## config.mk

```make
export PLATFORM = sky130hd
export DESIGN_NAME = fetch_queue
export DESIGN_NICKNAME = d
export VERILOG_FILES = /design/src/rtl/fetch_queue.sv
export SDC_FILE = /design/constraint.sdc
export NUM_CORES = 1
export LEC_CHECK = 0
export CAP_MARGIN = 0
export CORE_MARGIN = 5
export CORE_UTILIZATION = 52
export CTS_BUF_LIST = sky130_fd_sc_hd__clkbuf_16
export CTS_CLUSTER_SIZE = 10
export DETAILED_ROUTE_END_ITERATION = 10
export MAX_ROUTING_LAYER = met4
export PLACE_DENSITY = 0.73
export SLEW_MARGIN = 20
export SYNTH_ARGS = -nofsm -noshare
export SYNTH_HDL_FRONTEND = slang
export SYNTH_SLANG_ARGS = --single-unit
```

## constraint.sdc

```tcl
create_clock -name clk -period 4.43 [get_ports clk]
set_input_delay 0.443 -clock clk [delete_from_list [all_inputs] [get_ports clk]]
set_output_delay 0.443 -clock clk [all_outputs]
set_load 0.005 [all_outputs]
```

## src/rtl/fetch_queue.sv

```systemverilog
// fetch_queue
// Instruction-fetch front end. Issues in-order word requests to a
// variable-latency instruction memory and buffers the returned words,
// tagged with their PCs, in a small circular queue that feeds decode.
// A redirect from execute flushes the queue and arranges for every
// response still in flight to be discarded. Fetch stops once an ebreak
// has been enqueued, and resumes on the next redirect.
//
// Parameters:
//   DEPTH     queue entries; also the cap on queued + outstanding requests
//             (power of two, >= 2)
//   RESET_PC  first fetch address after reset
//
// Ports:
//   clk, rst          clock; synchronous active-high reset
//   imem_req_*        request channel to instruction memory (valid/ready/addr)
//   imem_resp_*       in-order response channel from instruction memory
//   instr_valid/instr/instr_pc/instr_ready  queue head handshake to decode
//   redirect/redirect_pc  taken branch/jump from execute
//   halted            an ebreak has been enqueued; no further fetches
module fetch_queue #(
  parameter int          DEPTH    = 4,
  parameter logic [31:0] RESET_PC = 32'h0000_0000
) (
  input  logic        clk,
  input  logic        rst,
  output logic        imem_req_valid,
  input  logic        imem_req_ready,
  output logic [31:0] imem_req_addr,
  input  logic        imem_resp_valid,
  input  logic [31:0] imem_resp_data,
  output logic        instr_valid,
  output logic [31:0] instr,
  output logic [31:0] instr_pc,
  input  logic        instr_ready,
  input  logic        redirect,
  input  logic [31:0] redirect_pc,
  output logic        halted
);

  localparam int          CW      = $clog2(DEPTH + 1);
  localparam int          AW      = $clog2(DEPTH);
  localparam logic [CW:0] DEPTH_W = (CW + 1)'(DEPTH);
  localparam logic [31:0] EBREAK  = 32'h0010_0073;

  logic [31:0]   fetch_pc;
  logic [31:0]   resp_pc;
  logic [CW-1:0] count;
  logic [CW-1:0] outstanding;
  logic [CW-1:0] drop;
  logic [AW-1:0] head;
  logic [AW-1:0] tail;
  logic [31:0]   q_data [DEPTH];
  logic [31:0]   q_pc   [DEPTH];

  logic [CW:0]   credit_used;
  logic          req_fire;
  logic          resp_discard;
  logic          push;
  logic          pop;
  logic [CW-1:0] outstanding_next;
  logic [CW-1:0] count_next;

  // Head of queue is presented straight from storage; no bypass from memory.
  assign instr_valid   = (count != '0);
  assign instr         = q_data[head];
  assign instr_pc      = q_pc[head];
  assign imem_req_addr = fetch_pc;

  // Request credit, response classification and counter next-state.
  always_comb begin
    credit_used    = {1'b0, count} + {1'b0, outstanding};
    // Credit covers both queued words and requests in flight, so every
    // accepted request is guaranteed a free slot when it returns.
    imem_req_valid = !rst && !halted && !redirect && (credit_used < DEPTH_W);
    req_fire       = imem_req_valid && imem_req_ready;
    // Stale responses (pre-redirect), responses racing a redirect, and
    // anything after an ebreak are dropped on the floor.
    resp_discard   = imem_resp_valid && ((drop != '0) || redirect || halted);
    push           = imem_resp_valid && !resp_discard;
    pop            = instr_valid && instr_ready && !redirect;

    if (req_fire && !imem_resp_valid) begin
      outstanding_next = outstanding + CW'(1);
    end else if (!req_fire && imem_resp_valid) begin
      outstanding_next = outstanding - CW'(1);
    end else begin
      outstanding_next = outstanding;
    end

    if (push && !pop) begin
      count_next = count + CW'(1);
    end else if (!push && pop) begin
      count_next = count - CW'(1);
    end else begin
      count_next = count;
    end
  end

  // Control state: PCs, occupancy, in-flight bookkeeping and halt flag.
  always_ff @(posedge clk) begin
    if (rst) begin
      fetch_pc    <= RESET_PC;
      resp_pc     <= RESET_PC;
      count       <= '0;
      outstanding <= '0;
      drop        <= '0;
      head        <= '0;
      tail        <= '0;
      halted      <= 1'b0;
    end else if (redirect) begin
      fetch_pc    <= redirect_pc;
      resp_pc     <= redirect_pc;
      count       <= '0;
      head        <= '0;
      tail        <= '0;
      halted      <= 1'b0;
      outstanding <= outstanding_next;
      // Everything still in flight after this edge belongs to the old path.
      drop        <= outstanding_next;
    end else begin
      count       <= count_next;
      outstanding <= outstanding_next;
      if (req_fire) begin
        fetch_pc <= fetch_pc + 32'd4;
      end
      if (push) begin
        resp_pc <= resp_pc + 32'd4;
        tail    <= tail + AW'(1);
      end
      if (pop) begin
        head <= head + AW'(1);
      end
      if (resp_discard && (drop != '0)) begin
        drop <= drop - CW'(1);
      end
      if (push && (imem_resp_data == EBREAK)) begin
        halted <= 1'b1;
      end
    end
  end

  // Queue storage; contents are meaningless until covered by count.
  always_ff @(posedge clk) begin
    if (push) begin
      q_data[tail] <= imem_resp_data;
      q_pc[tail]   <= resp_pc;
    end
  end

endmodule

```

==> reports/summary.txt <==
=====================================================================================================
Kind of end point of the critical path                                                    output port
Number of buffers added on ports                                                                  168
Number of antenna diodes                                                                            0
Number of unique standard cell types used by synthesis                                             62
Initial Utilization                                                                             52.7%
Max-cap violations                                                                                  0
Pint                                                                                          5.36 mW
Hold path cells                                                                                     2
Worst Hold Class                                                                              reg2reg
Result of the run                                                                        finished clean
Share of the yosys chip area belonging to registers                                             67.8%
Cell row count                                                                                     59
Top cells by count, synth                                                                sky130_fd_sc_hd__edfxtp_1, sky130_fd_sc_hd__dfxtp_1, sky130_fd_sc_hd__nand2_1
Growth of design area from synthesis to finish                                                  23.2%
Largest net degree at the start of global routing                                                  58
Post-synth EDFFs                                                                                  256
Hold violation count in the final report                                                            0
Fraction of the mapped netlist area in simple logic gates                                       10.2%
Portion of netlist area occupied by mux cells                                                   11.1%
Post-synthesis instance area                                                               0.0137 mm2
Cell Pwr Density                                                                           403 mW/mm2
Length in cells of the worst reg-to-reg path                                                        6
Synthesized instance count                                                                        886
Die height                                                                                     172 um
Share of post-route cells with drive strength above 1                                           13.3%
Detailed-route vias per instance                                                                 5.87
Worst endpoint required time                                                                  3.99 ns
Sequential share of power                                                                       52.6%
Drt first-iter violations                                                                         627
Final global-route overflow total                                                                   0
Number of buffers between clock root and the deepest sink                                           3
Net count after synthesis                                                                         970
Fill cell instance count of the final layout                                                    1,842
Number of DRC violations after detailed routing                                                     0
Placeable core region                                                                      0.0260 mm2
Cell type contributing the most total cell area after synthesis                          sky130_fd_sc_hd__edfxtp_1
Post-synth ARST share                                                                              0%
Final setup fails                                                                                   0
Cell chain of the critical path                                                          buf_4, mux4_2, clkdlybuf4s50_1
Resized cells post-CTS                                                                              0
H-tree depth reported by CTS                                                                        2
Peak fanout along the critical path                                                                29
Synthesized flop and latch total                                                                  336
Logic pwr share                                                                                  7.3%
Total via count in the routed design                                                            8,313
Sinks on the clock net                                                                            336
Hpwl dp                                                                                       20.2 mm
Synthesized area divided by synthesized cell count                                           15.5 um2
Footprint of the multi-input gates                                                        0.00417 mm2
Number of antenna violations at the first check in global routing                                   0
Fin worst setup slack                                                                         1.20 ns
Clock edge transition at the registers on the reported setup and hold paths                   0.06 ns
Most numerous cell in the Yosys netlist                                                  sky130_fd_sc_hd__edfxtp_1
Io pins                                                                                           169
Final number of max-transition violations                                                           0
Transition time of the tightest slew-check pin                                               0.829 ns
First-pass GRT wire length                                                                    45.9 mm
Synth top area cells                                                                     sky130_fd_sc_hd__edfxtp_1, sky130_fd_sc_hd__dfxtp_1, sky130_fd_sc_hd__mux4_2
Sw frac                                                                                         21.2%
Total routed wirelength                                                                       30.0 mm
Compound-cell area share of the yosys netlist                                                   5.67%
Detailed Routing Iterations Pass 1                                                                  5
Leakage power summed over all cells                                                           5.50 nW
TritonCTS Buffers                                                                                  39
Dominant synthesized flop cell                                                           sky130_fd_sc_hd__edfxtp_1
Worst path bufs/invs                                                                                2
Critical Path Source Type                                                                        flop
VDD IR-drop max                                                                              0.370 mV
Clock Skew                                                                                 0.00901 ns
Final net count                                                                                 1,152
Upper clock frequency limit                                                                 0.310 GHz
Critical Path Max Stage Delay                                                                 0.71 ns
Start-to-end type of the worst setup path                                                     reg2out
Post-placement worst setup slack                                                              1.19 ns
DR WL/cell                                                                                    21.2 um
DIE AREA                                                                                   0.0297 mm2
Xor/xnor cell area share of the yosys netlist                                                   2.11%
Yosys warns                                                                                         0
Clock share of power                                                                            40.1%
Sequential cell area                                                                      0.00929 mm2
CTS tree                                                                                          yes
Relative slew slack                                                                             44.7%
Antenna Nets Post-Route                                                                             0
Post-synthesis share of cell area spent on full adders, half adders and majority gates          1.33%
Setup repair after global routing missed its margin                                                no
Top cell family by delay on the critical path                                            buffers and inverters
Share of Yosys cell area claimed by the top area cell type                                      56.1%
Setup Total Neg Slack                                                                            0 ns
DIE WIDTH                                                                                      172 um
Largest family of logic cells by synthesized area                                        multiplexers
Root Driver                                                                              sky130_fd_sc_hd__clkbuf_16
Data arrival, critical path                                                                   2.78 ns
Number of global-route vias before repair                                                       8,363
Final RePlAce weighted congestion                                                               0.871
Hold-fix buffer count after cts                                                                     0
Insertion delay of the later-clocked pin in the worst-skew pair                               0.51 ns
Final critical delay including setup and external delays                                      3.23 ns
CP Depth                                                                                            3
Worst hold slack                                                                             0.464 ns
Number of setup buffers added after CTS                                                             0
Total power consumption of the routed design                                                  6.81 mW
GRT Util Overall                                                                                20.5%
Fraction of the cycle the final worst path needs                                                72.9%
Switching power summed over all nets                                                          1.44 mW
Worst-path cell with the longest stage delay                                             sky130_fd_sc_hd__dfxtp_4
=====================================================================================================
-- kinds of logic (layout without fill, tap and decap cells) --
group | count (synthesis) | in the layout
DFF | 336 | 336
and+or+nand+nor | 253 | 253
AOI/OAI and AO/OA | 117 | 117
muxes | 72 | 72
buffers and inverters | 61 | 257
xor gates and xnor gates | 33 | 33
adders and majority gates | 14 | 14
-- per-stage QoR --
| stage | util, % | instance area (um2) | cells |
|---|---|---|---|
| final | 65.0 | 16900 | 1417 |
| after detailed placement | 60.9 | 15800 | 1362 |
| after floorplan | - | 13700 | 886 |
| after global placement | 60.9 | 15800 | 1362 |
| after global routing | 65.0 | 16900 | 1417 |
| after CTS | 65.0 | 16900 | 1417 |
-- layout make-up --
class | count | share of cell area [%]
Tap cell | 335 | 2.48
Clock buffer | 40 | 5.93
Multi-Input combinational cell | 489 | 24.7
Clock inverter | 15 | 0.437
Inverter | 18 | 0.400
Timing Repair Buffer | 184 | 11.0
Sequential cell | 336 | 55.0
-- placed cells by master (no fill, tap or decap), drive strengths merged, types with 16 or more instances in the layout --
master,netlist,layout
inv,16,31
mux4,64,64
nand4,22,22
nand3,28,28
nor4,17,17
a21oi,21,21
dfxtp,80,80
clkdlybuf4s50,0,167
buf,15,17
o21ai,16,16
xnor2,24,24
a31oi,28,28
edfxtp,256,256
nor2,43,43
nand2,67,67
clkbuf,28,40
-- power by group through the flow --
stage	clock (mW)	combinational (mW)	sequential, mW
global route	2.93	0.540	3.59
floorplan	0	0.244	3.61
global placement	0	0.491	3.64
detailed placement	0	0.498	3.64
finish	2.73	0.495	3.58
CTS	2.80	0.502	3.58
-- path summary, 6_finish.rpt --
check,startpoint,endpoint,slack [ns]
worst max-delay path,flop,instr_pc[2],1.20
worst min-delay path,imem_req_addr[0],imem_req_addr[0],0.46
worst max register to register,count[1],imem_req_addr[21],1.66
worst min register to register,imem_req_addr[0],imem_req_addr[0],0.46
-- metal layers --
metal / vias up / share of wire [%] / GRT usage, %
met5: - / 0 / -
met3: 36 / 6.6 / 3.80
li1: 3861 / - / -
met4: 0 / 1.5 / 4.78
met1: 4123 / 45 / 28.9
met2: 293 / 47 / 31.5
-- registers in the layout, summed over array words and instances (netlist names), named ones only --
register / count
outstanding: 3
drop: 3
halted: 1
head: 2
resp_pc: 32
count: 3
tail: 2
imem_req_addr: 32
q_data: 128
q_pc: 128
-- tightest hold or removal path: stages, from the launching register on --
cell and delay, ns:
sky130_fd_sc_hd__dfxtp_1 0.31, sky130_fd_sc_hd__nand2_1 0.05, sky130_fd_sc_hd__a21oi_1 0.05
Power figures use the tool's default switching activity.
==> variant: new RTL, config.mk and constraints unchanged <==
Set the parameter `DEPTH` to 8 (it was 4).
--- a/src/rtl/fetch_queue.sv
+++ b/src/rtl/fetch_queue.sv
@@ -20,5 +20,5 @@
 //   halted            an ebreak has been enqueued; no further fetches
 module fetch_queue #(
-  parameter int          DEPTH    = 4,
+  parameter int          DEPTH    = 8,
   parameter logic [31:0] RESET_PC = 32'h0000_0000
 ) (
Formal check against the unedited RTL: not equivalent (a bounded check fails within 10 cycles, from zero or initial values and one cycle with rst high).
==> variant against the original RTL <==
  * Global-route usage increased by 0.58 points
  * Synthesized cell count increased by 49%
  * Setup slack got worse by 0.28 ns
  * Largest power group unchanged
  * Area after synthesis increased by 75%
  * Via count increased by 57%
  * Critical path type unchanged
  * Final area increased by 69%
  * Power increased by 78%
  * Final cell count increased by 52%
  * Sequential cell count increased by 262
  * Register-to-register slack got worse by 0.27 ns
  * Routed wire length increased by 71%
  * Utilization decreased by 2.3 points
==> variant: results (changes against the original RTL) <==
outcome=finished clean; pre-CTS WS=0.815 ns (-0.377 ns); Mapped Nets=1408 (+45%); post-synthesis mux area share=15.4% (+4.3 points); leak pwr=0.00893 µW (+62%); top cells by count, synth=512 x edfxtp_1, 128 x mux4_2, 86 x dfxtp_1; warnings from Yosys=0 (unchanged); Fillers=3241 (+76%); Total GRT Usage=21.1% (+0.58 points); worst-skew pair later-pin latency=0.58 ns (+0.07 ns); critical path's top delay family=multiplexers; sequential fraction of the synthesis area=71.4% (+3.7 points); routed wl met3=3.20 mm (+62%); Regs by FF count=q_data x256, q_pc x256; Worst Hold Class=primary input to flip-flop; fin nets=1608 (+40%); Area contributors post-synth=edfxtp_1 64%, mux4_2 12%, dfxtp_1 7.2%; Worst R2R Setup Slack=1.39 ns (-0.27 ns); Post-Synth Adder-Cell Area=0.816% (-0.52 points); Max H-tree Level=3 (+1); clock skew=0.0253 ns (+0.0163 ns); Max VDD drop=0.271 mV (-27%); final wirelength=51.2 mm (+71%); GRT met1 Usage=29.6% (+0.72 points); Relative slew margins=36.8% (-8.0 points); Post-synth ARST share=0% (unchanged); Compound-Gate Fraction of Synth Area=3.65% (-2.0 points); xor/xnor share of the synthesized area=1.57% (-0.54 points); Met2 Wirelength=25.1 mm (+77%); GR Layer Usage met3=3.64% (-0.15 points); via count=13000 (+57%); EDFF count, synth=512 (+100%); largest net degree at the start of global routing=68 (+17%); post-synth cell types=59 (-4.8%); Final GP Congestion=0.804 (-7.6%); vias in the first global route=13500 (+62%); M2 GR Usage=32.9% (+1.4 points); Num CTS Buffers=70 (+79%); minimum clock period after layout=3.51 ns (+0.281 ns); Post-DP HPWL=29.9 mm (+48%); Metal-1 WL=22.1 mm (+65%)
[variant: cell types whose count changed in the layout (fill, tap and decap cells not counted), sizes merged, moves of 6 or more]
cell / change
buf: +10
inv: +12
a211oi: +7
mux4: +64
o31a: +8
and3: -7
dfxtp: +6
nand2: -6
a31oi: -10
clkbuf: +34
mux2: +66
o21a: +7
edfxtp: +256
[variant: cell type report]
class | count | share of cell area, %
inverters | 19 | 0.250
clock buffers | 74 | 6.50
repair buffers | 194 | 7.18
clock inverters | 28 | 0.448
well taps | 600 | 2.63
flip-flops and latches | 598 | 60.0
multi-input cells | 640 | 23.0
[variant: power breakdown]
group	total, µW	internal [µW]	switching [µW]
sequential	6350	6220	131
clock	4990	2960	2030
combinational	763	415	348
total	12100	9600	2510
[variant: metrics by stage]
stage / cell area [µm²] / hold slack (ns) / TNS [ns] / utilization [%] / instances
6_report: 28500 / 0.440 / 0 / 62.7 / 2153
5_1_grt: 28500 / 0.438 / 0 / 62.7 / 2153
4_1_cts: 28500 / 0.414 / 0 / 62.7 / 2153
3_5_place_dp: 26500 / 0.455 / 0 / 58.3 / 2051
3_3_place_gp: 26500 / 0.449 / 0 / 58.3 / 2051
2_1_floorplan: 24000 / 0.453 / -388.57 / - / 1323
[variant: kinds of logic (layout without fill, tap and decap cells)]
family | count (synthesis) | after routing
adders and majority gates | 15 | 15
and+or+nand+nor | 256 | 256
muxes | 201 | 201
buffers and inverters | 85 | 315
AOI/OAI and AO/OA | 125 | 125
xor gates and xnor gates | 43 | 43
DFF | 598 | 598
[variant: path summary, 6_finish.rpt]
path,from,to,cells after the start
setup / recovery,flip-flop,instr[14],4
hold / removal,rst,tail[1],3
setup reg to reg,drop[0],count[3],14
hold reg to reg,imem_req_addr[0],imem_req_addr[0],2
